`src/rtl/lift_car_drive.sv`:
```
// Car-side executor for the 4-floor lift: moves toward the target floor code, opens the door on arrival.
// Optional LIFT_DOOR_HOLD_EN adds a door_hold input that keeps the door open while asserted.
//
// state | meaning
// IDLE  | parked with door closed, target compared against floor every cycle
// MV_UP | travelling upward, floor steps +1 every TRAVEL_TICKS cycles
// MV_DN | travelling downward, floor steps -1 every TRAVEL_TICKS cycles
// DOOR  | stopped with door open for DOOR_TICKS cycles, target ignored
module lift_car_drive #(
  parameter int TRAVEL_TICKS = 50_000_000,
  parameter int DOOR_TICKS   = 100_000_000
) (
  input  logic clk,
  input  logic rst,
  input  logic z1,
  input  logic z2,
  input  logic z3,
`ifdef LIFT_DOOR_HOLD_EN
  input  logic door_hold,
`endif
  output logic f1,
  output logic f2,
  output logic f3,
  output logic up,
  output logic down,
  output logic door_open,
  output logic arrive
);

  typedef enum logic [1:0] {IDLE, MV_UP, MV_DN, DOOR} state_t;

  localparam logic [25:0] TRAVEL_LAST = 26'(TRAVEL_TICKS - 1);
  localparam logic [26:0] DOOR_LAST   = 27'(DOOR_TICKS - 1);

  state_t      state;
  logic [2:0]  floor;
  logic [2:0]  target;
  logic [2:0]  floor_up;
  logic [2:0]  floor_dn;
  logic        target_ok;
  logic        hold;
  logic [25:0] travel_cnt;
  logic [26:0] door_cnt;

  // Floor numbers 1..4 coincide with their 3-bit codes, so the floor register is the output code.
  assign target    = {z1, z2, z3};
  assign target_ok = (target >= 3'd1) && (target <= 3'd4);
  assign floor_up  = floor + 3'd1;
  assign floor_dn  = floor - 3'd1;
  assign {f1, f2, f3} = floor;

`ifdef LIFT_DOOR_HOLD_EN
  assign hold = door_hold;
`else
  assign hold = 1'b0;
`endif

  always_ff @(posedge clk) begin
    if (rst) begin
      state      <= IDLE;
      floor      <= 3'd1;
      travel_cnt <= '0;
      door_cnt   <= '0;
      up         <= 1'b0;
      down       <= 1'b0;
      door_open  <= 1'b0;
      arrive     <= 1'b0;
    end else begin
      case (state)
        IDLE: begin
          travel_cnt <= '0;
          if (target_ok && (target > floor)) begin
            state <= MV_UP;
            up    <= 1'b1;
          end else if (target_ok && (target < floor)) begin
            state <= MV_DN;
            down  <= 1'b1;
          end
        end
        MV_UP: begin
          if (travel_cnt == TRAVEL_LAST) begin
            travel_cnt <= '0;
            floor      <= floor_up;
            // Reaching the target, a reversed or invalid target, or the top floor all stop here.
            if (!(target_ok && (target > floor_up))) begin
              state     <= DOOR;
              up        <= 1'b0;
              door_open <= 1'b1;
              arrive    <= 1'b1;
              door_cnt  <= '0;
            end
          end else begin
            travel_cnt <= travel_cnt + 26'd1;
          end
        end
        MV_DN: begin
          if (travel_cnt == TRAVEL_LAST) begin
            travel_cnt <= '0;
            floor      <= floor_dn;
            if (!(target_ok && (target < floor_dn))) begin
              state     <= DOOR;
              down      <= 1'b0;
              door_open <= 1'b1;
              arrive    <= 1'b1;
              door_cnt  <= '0;
            end
          end else begin
            travel_cnt <= travel_cnt + 26'd1;
          end
        end
        DOOR: begin
          arrive <= 1'b0;
          if (hold) begin
            door_cnt <= '0;
          end else if (door_cnt == DOOR_LAST) begin
            door_cnt  <= '0;
            door_open <= 1'b0;
            state     <= IDLE;
          end else begin
            door_cnt <= door_cnt + 27'd1;
          end
        end
        default: state <= IDLE;
      endcase
    end
  end

endmodule
```
`config.mk`:
```
export PLATFORM = sky130hd
export DESIGN_NAME = lift_car_drive
export DESIGN_NICKNAME = d
export VERILOG_FILES = /design/src/rtl/lift_car_drive.sv
export SDC_FILE = /design/constraint.sdc
export NUM_CORES = 1
export LEC_CHECK = 0
export ABC_AREA = 1
export BUFFER_PORTS_ARGS = -buffer_cell sky130_fd_sc_hd__buf_2
export CAP_MARGIN = 20
export CORE_AREA = 2 2 82 84
export DETAILED_ROUTE_END_ITERATION = 10
export DIE_AREA = 0 0 84 86
export PLACE_DENSITY = 0.86
export SETUP_SLACK_MARGIN = 0.3
export SLEW_MARGIN = 20
export SYNTH_ARGS = -nofsm -noshare
export SYNTH_HDL_FRONTEND = slang
export SYNTH_SLANG_ARGS = --single-unit
```
`constraint.sdc`:
```
create_clock -name clk -period 4.9 [get_ports clk]
set_input_delay 0 -clock clk [delete_from_list [all_inputs] [get_ports clk]]
set_output_delay 0 -clock clk [all_outputs]
set_load 0.05 [all_outputs]
```
# == Yosys cells after proc, flatten, opt, wreduce, memory -nomap -nowiden ==
# Cells that the tools add are included.
# word_totals
reg_bits,62
wordCells,85
# op_classes
eq_ne,14
mux,35
addsub,4
n_reduce_logical,18
order_cmp,6
# op_table
operator,n
27-bit 2-to-1 mux,5
27-bit case mux with 3 select lines,1
26-bit case mux with 2 select lines,1
27-bit by 1-bit adder with 27-bit output (second input constant),1
27-bit equality test (second input constant),1
26-bit by 1-bit adder with 26-bit output (second input constant),1
26-bit equality test (second input constant),1
26-bit 2-to-1 mux,1
2-bit inequality test (second input constant),8
2-bit 2-to-1 mux,7
1-bit 2-to-1 mux,12
6-bit AND reduction,2
5-bit AND reduction,2
2-bit case mux with 4 select lines,1
2-bit nonzero test,4
3-bit greater-than comparator,2
3-bit less-than comparator,2
3-bit 2-to-1 mux,2
1-bit case mux with 3 select lines,2
3-bit case mux with 2 select lines,1
1-bit logical AND,5
2-bit equality test (second input constant),2
1-bit case mux with 2 select lines,2
4-bit AND reduction,1
other kinds (10),10

# == Depth between registers and ports, before layout ==
# logic_depth
word_depth,6
depth_mapped,15

# == Worst setup path before layout ==
# No wires, ideal clock.
# synth_timing
path_kind,flip-flop to flip-flop
startpoint,register floor[0]
endpoint,register door_cnt[23]
path_stages_with_launch,13
setup_slack_ps,2430
arrival_time_ps,2355
required_ps,4785
period_less_slack_ps,2470
n_path_buf,1
cell_sequence,dfxtp_1 > inv_1 > ha_1 > xnor2_1 > ha_1 > nand2_1 > o21ai_0 > nor2_1 > nor2_1 > nand4_2 > buf_2 > a21oi_1 > nor2_1
# synth_between
elab_chain_len,5
# synth_lines
element,line,rtl
"start, declared",36,logic [2:0] floor;
"start signal, assigned",83,floor <= floor_up;
"start signal, assigned",99,floor <= floor_dn;
3-bit by 1-bit subtractor with 3-bit output / 3-bit by 1-bit adder with 3-bit output (equally long branches),"49, 48",
3-bit less-than comparator / 3-bit greater-than comparator (equally long branches),"100, 85",
"1-bit logical AND, on equally long branches","100, 85",
2-bit inequality test (no source line),-,
5-bit AND reduction (no source line) *,-,
"end signal, assigned",120,door_cnt <= door_cnt + 27'd1;
"end, declared",43,logic [26:0] door_cnt;
# Every way passes the cells marked *; elsewhere a longest branch is shown, timed or not.
# A chain may end at the register's enable or synchronous reset.

# == Worst setup path after layout ==
# layout_timing
startpoint,register floor[0]
endpoint,register door_cnt[2]
# The elaborated chain is that of the path after synthesis.

==> out/results.ini <==
[placed_design]
placed_area_sq_um=4207
port_buffers=11
gp_congestion=0.9322
post-dp-hpwl_um=6695

[synth]
async_reset_ff_share_pct=0
synthDistinctLibCells=35
synth_nets=676
synth_top_area_share_pct=29.96
synth_compound_area_share_pct=7.792
synth_xor_area_share_pct=6.765
dominantRegCellSynth=dfxtp_1
synth_area_per_cell_sq_um=6.334
synth.yosys.seq_area_share_pct=29.96
synth_enable_flop_cells=0
syn_inst=654
synth-seq-cells=62
synth_top_family_by_area=simple AND/OR/NAND/NOR gates
yosys.area_share.simple_pct=41.98
yosysWarnings=0
synthTopCellsByArea=dfxtp_1 (30%), nand2_1 (15%), nor2_1 (12%), inv_1 (6.1%), xor2_1 (5.3%)
yosys-mux-area-fraction_pct=0
yosysTopAreaCell=dfxtp_1
synth_area_sq_um=4143
synth_fa_ha_area_share_pct=5.134

[setup_path]
cp.arrival_ns=2.91
reg2reg_from=floor[0]
reg2reg_depth=11
startpoint=floor[0]
cp_max_fo=26
cp-endpoint=door_cnt[2]
r2r_setup_slack_ns=2.22
crit_type=reg2reg
r2r_end=door_cnt[2]
end_kind=flop
start_kind=flop
crit_required_ns=5.13

[finish]
multiInputGateArea_sq_um=2555
final_area_sq_um=4422
seqCellArea_sq_um=1241
area_delta_synth_final_pct=6.735
fin_util_pct=70.44
drive_gt1_share_pct=7.808
diodes=0
fillers=531
nNetsFinal=683

[cts]
postCtsHoldBufs=0
htreeDepth=3
root_buffer=clkbuf_8
postCtsSetupRepairBufs=0
clockBufferDepth=2
path_clk_slew_ns=0.07
cts_tree=built
insertion_delay_ns=0.34
cts_resized=0
cts_inserted_buffers=9
cts.sink_count=62

[hold_path]
min_path_type=in2reg
hp-start=rst

[timing]
max-slew-margin-rel_pct=46.17
whs_ns=0.1223
drv_slew=0
max_freq_mhz=373.6
hold_viol_final=0
tightest_slew_ns=0.8054
fin_skew_ns=0.009914
period_share_pct=54.63
setup_viol=0
tns_ns=0
rsz0062_at_grt=false
fin_crit_ns=2.677

[floorplanning]
row_count=29
die_w_um=84
core_area_sq_um=6277
initial_core_util_pct=66.00
io_pins=12
dieArea_sq_um=7224
die_y_um=86

[drt]
wl_per_cell_um=12.39
drc=0
vias=4071
ant_nets=0
first_pass_iters=5
via_per_inst=5.479
wirelength_um=9206
dr.first_iter.drc_count=245

[power_and_ir_drop]
p_per_area_nw_per_um2=353.7
power.leakage_nw=1.612
peakVddDrop_mv=0.2775

[flow_run]
drv_cap=0

[global_routing]
top_usage_layer=met2
track_usage_pct=26.82
grtUsageMet3_pct=4.042
overflow=0
grt_pass1_vias=3788
grt_pass1_wl_um=16070
use_met1_pct=32.26
grt_max_degree=31
grtUsageMet2_pct=47.05
antenna_found_initial=0

[run_status]
outcome=finished clean

-- layer usage --
layer / vias to the layer above / wire length (um) / part of all wire, %
met5: - / 0 / 0
met2: 101 / 4378 / 48
li1: 2092 / - / -
met3: 26 / 311 / 3.4
met4: 0 / 225 / 2.4
met1: 1852 / 4291 / 47
-- synth_stat cells (3+ instances only) --
| master | count |
|---|---|
| xnor2_1 | 7 |
| a21oi_1 | 33 |
| nand2_1 | 163 |
| nor2_1 | 136 |
| inv_1 | 67 |
| nor4_1 | 4 |
| nand3b_1 | 4 |
| o21ai_1 | 3 |
| nor2_2 | 4 |
| clkbuf_1 | 5 |
| nor2_4 | 4 |
| ha_1 | 17 |
| buf_2 | 7 |
| nand2_2 | 9 |
| dfxtp_1 | 62 |
| a211oi_1 | 3 |
| a21oi_2 | 4 |
| nor3_1 | 19 |
| o21bai_1 | 3 |
| nand3_1 | 40 |
| buf_6 | 3 |
| o21ai_0 | 7 |
| nand4_1 | 10 |
| xor2_1 | 25 |
-- kinds of logic after synthesis --
| kind of cell | count (synthesis) |
|---|---|
| AND/OR/NAND/NOR | 402 |
| buffers and inverters | 84 |
| flip-flops | 62 |
| AO/OA/AOI/OAI | 57 |
| XOR/XNOR | 32 |
| adder cells (fa/ha/maj) | 17 |
-- cell usage in the layout, fill, tap and decap left out, types with 3 or more instances in the layout --
master,synthesis,layout
nor2_2,4,4
a21oi_2,4,4
nor2_4,4,4
xnor2_1,7,7
a211oi_1,3,3
nand2_1,163,163
inv_1,67,67
o21bai_1,3,3
o21ai_0,7,7
buf_2,7,11
nor3_1,19,19
nand3_1,40,40
nor2_1,136,136
a21oi_1,33,33
clkbuf_8,0,10
nor4_1,4,4
nand4_1,10,10
nand3b_1,4,4
nand2_2,9,9
dfxtp_1,62,62
xor2_1,25,25
o21ai_1,3,3
ha_1,17,17
-- per-stage QoR --
stage	total power, mW	cells	setup WS [ns]
6_report	1.564	743	2.223
5_1_grt	1.658	743	1.938
4_1_cts	1.569	743	2.230
3_5_place_dp	1.071	727	2.243
3_3_place_gp	1.054	727	2.349
2_1_floorplan	1.009	654	2.430
-- state kept, by name, summed over array words and instances, names as in the netlist --
name        flops
arrive          1
door_cnt       27
door_open       1
down            1
floor           3
state           2
travel_cnt     26
up              1
-- where the power goes --
group / total [mW] / internal, mW / leakage [nW] / switching (mW)
clock network: 0.501 / 0.299 / 0.110 / 0.202
registers: 0.587 / 0.546 / 0.502 / 0.0412
logic: 0.476 / 0.137 / 0.999 / 0.339
-- final cells by class --
class	count	area share [%]
sequential	62	28.07
timing repair buffer	11	1.245
inverter	69	5.857
multi-input combinational	508	57.78
clock buffer	12	3.282
clock inverter	4	1.585
tap	77	2.179
-- critical path, cell delays in order (launching register included) --
cell and delay, ns:
dfxtp_1 0.40, inv_1 0.10, ha_1 0.19, xnor2_1 0.15, ha_1 0.32, nand2_1 0.05
o21ai_0 0.14, nor2_1 0.09, nor2_1 0.12, nand4_2 0.56, o21ai_0 0.37, nor2_1 0.07
-- worst min-delay path by stage --
stage	end	depth (start not counted)	slack, ns
final	travel_cnt[25]	2	0.12
after global routing	travel_cnt[25]	2	0.14
after global placement	down	2	0.44
after detailed placement	arrive	2	0.47
after floorplan	arrive	2	0.29
after CTS	travel_cnt[25]	2	0.12
Power figures use the tool's default switching activity.
